### config.mk
export PLATFORM = sky130hd
export DESIGN_NAME = unary_stream_gen_flat
export DESIGN_NICKNAME = d
export VERILOG_FILES = /design/src/rtl/unary_pkg.sv /design/src/rtl/unary_stream_gen_if.sv /design/src/rtl/unary_bit_enc.sv /design/src/rtl/unary_stream_gen.sv /design/src/flat_wrapper.sv
export SDC_FILE = /design/constraint.sdc
export NUM_CORES = 1
export LEC_CHECK = 0
export CELL_PAD_IN_SITES_DETAIL_PLACEMENT = 1
export CELL_PAD_IN_SITES_GLOBAL_PLACEMENT = 1
export CORE_UTILIZATION = 42
export CTS_CLUSTER_DIAMETER = 80
export DETAILED_ROUTE_END_ITERATION = 12
export PLACE_DENSITY_LB_ADDON = 0.1
export SLEW_MARGIN = 10
export SYNTH_ARGS = -nofsm -noshare
export SYNTH_HDL_FRONTEND = slang
export SYNTH_SLANG_ARGS = --single-unit
export TNS_END_PERCENT = 100
### constraint.sdc
create_clock -name clk -period 4.8 [get_ports clk]
set_clock_uncertainty 0.15 [all_clocks]
set_input_delay 0.48 -clock clk [delete_from_list [all_inputs] [get_ports clk]]
set_output_delay 0.48 -clock clk [all_outputs]
set_load 0.05 [all_outputs]
### src/rtl/unary_pkg.sv
// Shared types and defaults for the unary stream generator, the unary adder and their benches.
package unary_pkg;

  typedef enum logic [1:0] {
    S_IDLE   = 2'd0,
    S_STREAM = 2'd1,
    S_DRAIN  = 2'd2
  } unary_state_t;

  localparam int UNARY_CNT_W      = 4;
  localparam int UNARY_STREAM_LEN = 16;
  localparam int UNARY_DRAIN_LEN  = 16;

  function automatic int unary_max(input int a, input int b);
    return (a > b) ? a : b;
  endfunction

endpackage

### src/rtl/unary_stream_gen_if.sv
// Operand handshake plus adder-facing control/stream signals of the unary stream generator.
interface unary_stream_gen_if
  import unary_pkg::*;
#(
  parameter int CNT_W = UNARY_CNT_W
) ();

  // Handshake: an operand pair transfers on a rising edge where in_valid and in_ready are both 1;
  // op_a/op_b are only sampled on that edge, and in_valid while in_ready is 0 is simply ignored.
  logic             in_valid;
  logic             in_ready;
  logic [CNT_W-1:0] op_a;
  logic [CNT_W-1:0] op_b;
  logic             a_bit;
  logic             b_bit;
  logic             en;
  logic             read_or_write;
  logic             busy;
  logic             done;
  unary_state_t     dbg_state;

  modport master (
    output in_valid, op_a, op_b,
    input  in_ready, a_bit, b_bit, en, read_or_write, busy, done, dbg_state
  );

  modport slave (
    input  in_valid, op_a, op_b,
    output in_ready, a_bit, b_bit, en, read_or_write, busy, done, dbg_state
  );

endinterface

### src/rtl/unary_bit_enc.sv
// Registered thermometer encoder: emits 1 while the index is below the value, so ones come first.
module unary_bit_enc
  import unary_pkg::*;
#(
  parameter int CNT_W = UNARY_CNT_W,
  parameter int IDX_W = 4
) (
  input  logic             clk,
  input  logic             rst_n,
  input  logic             en_i,
  input  logic [CNT_W-1:0] val_i,
  input  logic [IDX_W-1:0] idx_i,
  output logic             bit_o
);

  localparam int CMP_W = unary_max(CNT_W, IDX_W);

  logic [CMP_W-1:0] val_ext;
  logic [CMP_W-1:0] idx_ext;
  logic             bit_d;
  logic             bit_q;

  // Both sides zero-extended so the compare stays unsigned whichever operand is wider.
  always_comb begin
    val_ext = CMP_W'(val_i);
    idx_ext = CMP_W'(idx_i);
    bit_d   = en_i && (idx_ext < val_ext);
  end

  always_ff @(posedge clk or negedge rst_n) begin
    if (!rst_n) begin
      bit_q <= 1'b0;
    end else begin
      bit_q <= bit_d;
    end
  end

  assign bit_o = bit_q;

endmodule

### src/rtl/unary_stream_gen.sv
// Sequencer that turns a binary operand pair into unary streams for the adder: STREAM, then DRAIN.
module unary_stream_gen
  import unary_pkg::*;
#(
  parameter int CNT_W      = UNARY_CNT_W,
  parameter int STREAM_LEN = UNARY_STREAM_LEN,
  parameter int DRAIN_LEN  = UNARY_DRAIN_LEN
) (
  input logic               clk,
  input logic               rst_n,
  unary_stream_gen_if.slave bus
);

  localparam int IDX_W = unary_max(1, $clog2(unary_max(STREAM_LEN, DRAIN_LEN)));
  localparam logic [IDX_W-1:0] STREAM_LAST = IDX_W'(STREAM_LEN - 1);
  localparam logic [IDX_W-1:0] DRAIN_LAST  = IDX_W'(DRAIN_LEN - 1);

  unary_state_t     state_q, state_d;
  logic [IDX_W-1:0] idx_q, idx_d;
  logic [CNT_W-1:0] op_a_q, op_a_d;
  logic [CNT_W-1:0] op_b_q, op_b_d;
  logic             in_ready_q, in_ready_d;
  logic             en_q, en_d;
  logic             rw_q, rw_d;
  logic             busy_q, busy_d;
  logic             done_q, done_d;
  logic             stream_d;

  always_comb begin
    state_d = state_q;
    idx_d   = idx_q;
    op_a_d  = op_a_q;
    op_b_d  = op_b_q;
    done_d  = 1'b0;
    case (state_q)
      S_IDLE: begin
        if (bus.in_valid && in_ready_q) begin
          state_d = S_STREAM;
          idx_d   = '0;
          op_a_d  = bus.op_a;
          op_b_d  = bus.op_b;
        end
      end
      S_STREAM: begin
        if (idx_q == STREAM_LAST) begin
          state_d = S_DRAIN;
          idx_d   = '0;
        end else begin
          idx_d = idx_q + IDX_W'(1);
        end
      end
      S_DRAIN: begin
        if (idx_q == DRAIN_LAST) begin
          state_d = S_IDLE;
          idx_d   = '0;
          done_d  = 1'b1;
        end else begin
          idx_d = idx_q + IDX_W'(1);
        end
      end
      default: begin
        state_d = S_IDLE;
        idx_d   = '0;
      end
    endcase
    // Outputs are decoded from the next state so every output register lines up with its phase.
    stream_d   = (state_d == S_STREAM);
    in_ready_d = (state_d == S_IDLE);
    en_d       = (state_d != S_IDLE);
    rw_d       = (state_d == S_DRAIN);
    busy_d     = (state_d != S_IDLE);
  end

  always_ff @(posedge clk or negedge rst_n) begin
    if (!rst_n) begin
      state_q    <= S_IDLE;
      idx_q      <= '0;
      op_a_q     <= '0;
      op_b_q     <= '0;
      in_ready_q <= 1'b0;
      en_q       <= 1'b0;
      rw_q       <= 1'b0;
      busy_q     <= 1'b0;
      done_q     <= 1'b0;
    end else begin
      state_q    <= state_d;
      idx_q      <= idx_d;
      op_a_q     <= op_a_d;
      op_b_q     <= op_b_d;
      in_ready_q <= in_ready_d;
      en_q       <= en_d;
      rw_q       <= rw_d;
      busy_q     <= busy_d;
      done_q     <= done_d;
    end
  end

  unary_bit_enc #(
    .CNT_W (CNT_W),
    .IDX_W (IDX_W)
  ) u_enc_a (
    .clk   (clk),
    .rst_n (rst_n),
    .en_i  (stream_d),
    .val_i (op_a_d),
    .idx_i (idx_d),
    .bit_o (bus.a_bit)
  );

  unary_bit_enc #(
    .CNT_W (CNT_W),
    .IDX_W (IDX_W)
  ) u_enc_b (
    .clk   (clk),
    .rst_n (rst_n),
    .en_i  (stream_d),
    .val_i (op_b_d),
    .idx_i (idx_d),
    .bit_o (bus.b_bit)
  );

  assign bus.in_ready      = in_ready_q;
  assign bus.en            = en_q;
  assign bus.read_or_write = rw_q;
  assign bus.busy          = busy_q;
  assign bus.done          = done_q;
  assign bus.dbg_state     = state_q;

endmodule

### src/flat_wrapper.sv
// flat-port wrapper written by rule: the top's interface ports become plain ports
module unary_stream_gen_flat import unary_pkg::*;
#(
  parameter int CNT_W      = UNARY_CNT_W,
  parameter int STREAM_LEN = UNARY_STREAM_LEN,
  parameter int DRAIN_LEN  = UNARY_DRAIN_LEN
)
  (clk, rst_n, bus_in_valid, bus_op_a, bus_op_b, bus_in_ready, bus_a_bit, bus_b_bit, bus_en, bus_read_or_write, bus_busy, bus_done, bus_dbg_state);
  unary_stream_gen_if #(.CNT_W(CNT_W)) bus_i ();
  input logic clk;
  input logic rst_n;
  input wire logic [$bits(bus_i.in_valid)-1:0] bus_in_valid;
  input wire logic [$bits(bus_i.op_a)-1:0] bus_op_a;
  input wire logic [$bits(bus_i.op_b)-1:0] bus_op_b;
  output wire logic [$bits(bus_i.in_ready)-1:0] bus_in_ready;
  output wire logic [$bits(bus_i.a_bit)-1:0] bus_a_bit;
  output wire logic [$bits(bus_i.b_bit)-1:0] bus_b_bit;
  output wire logic [$bits(bus_i.en)-1:0] bus_en;
  output wire logic [$bits(bus_i.read_or_write)-1:0] bus_read_or_write;
  output wire logic [$bits(bus_i.busy)-1:0] bus_busy;
  output wire logic [$bits(bus_i.done)-1:0] bus_done;
  output wire logic [$bits(bus_i.dbg_state)-1:0] bus_dbg_state;
  assign bus_i.in_valid = bus_in_valid;
  assign bus_i.op_a = bus_op_a;
  assign bus_i.op_b = bus_op_b;
  assign bus_in_ready = bus_i.in_ready;
  assign bus_a_bit = bus_i.a_bit;
  assign bus_b_bit = bus_i.b_bit;
  assign bus_en = bus_i.en;
  assign bus_read_or_write = bus_i.read_or_write;
  assign bus_busy = bus_i.busy;
  assign bus_done = bus_i.done;
  assign bus_dbg_state = bus_i.dbg_state;
  unary_stream_gen #(.CNT_W(CNT_W), .STREAM_LEN(STREAM_LEN), .DRAIN_LEN(DRAIN_LEN)) u_core (.clk(clk), .rst_n(rst_n), .bus(bus_i));
endmodule
==> flow_metrics.py <==
metrics = {
    "detailed_routing": {
        "route.met2.wl_microns": 1200,
        "vias": 759,
        "drt_iter0_markers": 7,
        "routed_wl_microns": 2360,
        "vias_per_cell": 5.50,
        "drc": 0,
        "wl_met1_microns": 990,
        "dr.pass1.iters": 5,
        "route.antenna.remaining_nets": 0,
        "routed.top_layer": "met4",
        "wl_per_cell_microns": 17.1,
        "wl_met3_microns": 93,
    },
    "power": {
        "intPower_uw": 528,
        "power.leakage_nw": 0.647,
        "p_total_uw": 928,
        "p_sw_uw": 400,
        "clkPwrFrac": 0.151,
        "p_per_area_nw_per_um2": 712,
        "p_seq_frac": 0.306,
        "ir_drop_mv": 0.345,
        "combPwrFrac": 0.544,
        "swShare": 0.431,
    },
    "final_layout": {
        "n_antenna_cell": 0,
        "seqCellArea_sq_um": 500,
        "multiInputGateArea_sq_um": 484,
        "utilization": 0.573,
        "final_nets": 133,
        "layout-drive-gt1-share": 0.118,
        "design_area_sq_um": 1300,
        "fillers": 254,
        "syn2layout_area_growth_pct": 25.2,
        "stdcell_count": 138,
    },
    "floorplan": {
        "row_count": 17,
        "coreArea_sq_um": 2280,
        "dieWidth_microns": 51.8,
        "dieArea_sq_um": 2680,
        "initial_core_util": 0.457,
        "io-pin-count": 20,
        "die_y_microns": 51.8,
    },
    "clock_tree": {
        "htreeDepth": 1,
        "clk_latency_ns": 0.30,
        "clk_pin_slew_ns": 0.12,
        "cts_hold_buf": 0,
        "cts-root-buf": "clkbuf_4",
        "clockBufferDepth": 2,
        "cts_setup_buffers": 0,
        "cts_tree": "done",
        "numCtsBuffers": 3,
        "clock_sinks": 20,
        "post_cts_resized": 0,
    },
    "grt": {
        "antenna_found_initial": 0,
        "grt_max_degree": 21,
        "grt_overflow": 0,
        "grt.total_usage": 0.209,
        "grt_pass1_wl_microns": 3950,
        "grt_pass1_vias": 823,
    },
    "sta": {
        "period_share": 0.551,
        "rsz0062_at_grt": "no",
        "period_minus_slack_ns": 2.65,
        "finalWorstSetupSlack_ns": 2.15,
        "finalMaxSlewViolations": 0,
        "setup_viol": 0,
        "hold_viol": 0,
        "fin_hold_ws_ns": 0.360,
        "tightest_slew_ns": 0.898,
        "max_freq_mhz": 378,
        "relSlewSlack": 0.399,
        "tns_ns": 0,
    },
    "place": {
        "globalplace.congestion": 0.747,
        "placed_area_sq_um": 1250,
        "pre_cts_slack_ns": 2.07,
        "place_hpwl_microns": 1810,
        "dp_cells": 134,
        "io_buffers": 19,
    },
    "hold_path": {
        "hp-class": "reg -> reg",
        "min_path_cells": 2,
    },
    "worst_setup_path": {
        "crit_required_ns": 4.89,
        "start_kind": "register",
        "worst_path_max_delay_cell": "dfrtp_1",
        "cp_cell_sequence": "inv_1 > ha_1 > a21boi_2 > o21ai_0 > a21oi_1 > ha_1 > a21o_1 > a21oi_1 > and4_1",
        "cp-end-kind": "register",
        "cpPeakStageDelay_ns": 0.46,
        "cp_max_fo": 6,
        "reg2regPathDepth": 9,
        "crit_arrival_ns": 2.74,
        "critPathKind": "reg -> reg",
    },
    "synth": {
        "netlist_area_sq_um": 1040,
        "postSynthCellCount": 89,
        "ys_types": 29,
        "yosys_register_bits": 20,
        "synth_seq_area_share": 0.481,
        "syn-num-nets": 111,
        "yosysWarnings": 0,
        "post_synth.cell_area_avg_sq_um": 11.7,
    },
    "run_status": {
        "outcome": "completed",
    },
    "flow_run": {
        "cap_viol_max_count": 0,
    },
}
-- sequential cells by signal (all words and copies together), names as in the netlist --
signal                    count
u_core.op_a_q                 4
u_core.bus.done               1
u_core.u_enc_a.bit_o          1
u_core.u_enc_b.bit_o          1
u_core.op_b_q                 4
u_core.bus.dbg_state          2
u_core.idx_q                  4
u_core.bus.read_or_write      1
u_core.bus.in_ready           1
u_core.bus.busy               1
-- per-layer routing --
layer / GRT usage / up-vias
li1: - / 357
met4: 0.0946 / 0
met5: 0 / -
met2: 0.368 / 24
met1: 0.247 / 368
met3: 0.0351 / 10
-- worst max-delay path: cells and delay by family, from the launching register on --
family | cells | cell delay (ns)
AO/OA/AOI/OAI | 5 | 1.09
adder cells (fa/ha/maj) | 2 | 0.57
buffers and inverters | 1 | 0.12
flip-flops | 1 | 0.46
AND/OR/NAND/NOR | 1 | 0.22
-- synthesized netlist by cell type --
cell       number  area (sq um)
o2111ai_1       2          17.5
and3_2          1          7.51
nand3b_1        1          7.51
o21ai_0         3          15.0
inv_1          11          41.3
mux2_2          2          22.5
a21boi_2        1          11.3
nor3_1          1          5.00
o21a_1          2          15.0
and2_1          1          6.26
nor3b_1         1          7.51
a22oi_1         1          7.51
nand3_1         1          5.00
a31o_2          2          17.5
nand3_4         1          17.5
nand3_2         1          10.0
buf_4           2          15.0
and4_1          2          17.5
a21oi_1         5          25.0
a21o_1          2          15.0
nand2_1         1          3.75
ha_1           11           138
nor2_1          3          11.3
nor2b_1         2          12.5
nor2_4          1          11.3
mux2i_1         6          60.1
dfrtp_1        20           500
a32o_1          1          10.0
o211ai_1        1          7.51
-- worst paths after layout --
check | startpoint | end | slack, ns
max in group asynchronous | rst_n | u_core.idx_q[3] | 3.44
hold / removal | u_core.op_b_q[1] | u_core.op_b_q[1] | 0.36
setup reg to reg | u_core.bus.dbg_state[0] | u_core.u_enc_a.bit_o | 2.15
hold reg to reg | u_core.op_b_q[1] | u_core.op_b_q[1] | 0.36
min in group asynchronous | rst_n | u_core.bus.read_or_write | 0.52
setup / recovery | u_core.bus.dbg_state[0] | u_core.u_enc_a.bit_o | 2.15
-- cell usage in the layout (no fill, tap or decap) --
cell type,count
a21boi_2,1
a21o_1,2
a21oi_1,5
a22oi_1,1
a31o_2,2
a32o_1,1
and2_1,1
and3_2,1
and4_1,2
bufinv_16,1
clkbuf_4,3
clkdlybuf4s50_1,19
dfrtp_1,20
ha_1,11
inv_1,11
mux2_2,2
mux2i_1,6
nand2_1,1
nand3_1,1
nand3_2,1
nand3_4,1
nand3b_1,1
nor2_1,3
nor2_4,1
nor2b_1,2
nor3_1,1
nor3b_1,1
o2111ai_1,2
o211ai_1,1
o21a_1,2
o21ai_0,3
-- power groups by stage --
stage	combinational, mW	clock [mW]	sequential, mW
4_1_cts	0.510	0.144	0.284
6_report	0.505	0.140	0.283
5_1_grt	0.551	0.151	0.291
3_5_place_dp	0.505	0	0.287
2_1_floorplan	0.275	0	0.356
3_3_place_gp	0.465	0	0.282
-- cell type report --
cell class              instances  share of cell area
clock buffers                   3              0.0173
clock inverters                 1              0.0230
inverters                      11              0.0317
multi-input cells              56               0.371
flip-flops and latches         20               0.384
well taps                      28              0.0269
repair buffers                 19               0.146
-- logic make-up (layout without fill, tap and decap cells) --
group / after synthesis / count (layout) / share of synthesized area
compound gates: 20 / 20 / 0.136
flops: 20 / 20 / 0.481
simple gates: 17 / 17 / 0.118
buf+inv: 13 / 34 / 0.0541
fa+ha+maj: 11 / 11 / 0.132
mux: 8 / 8 / 0.0793
(Power assumes the default switching activity.)
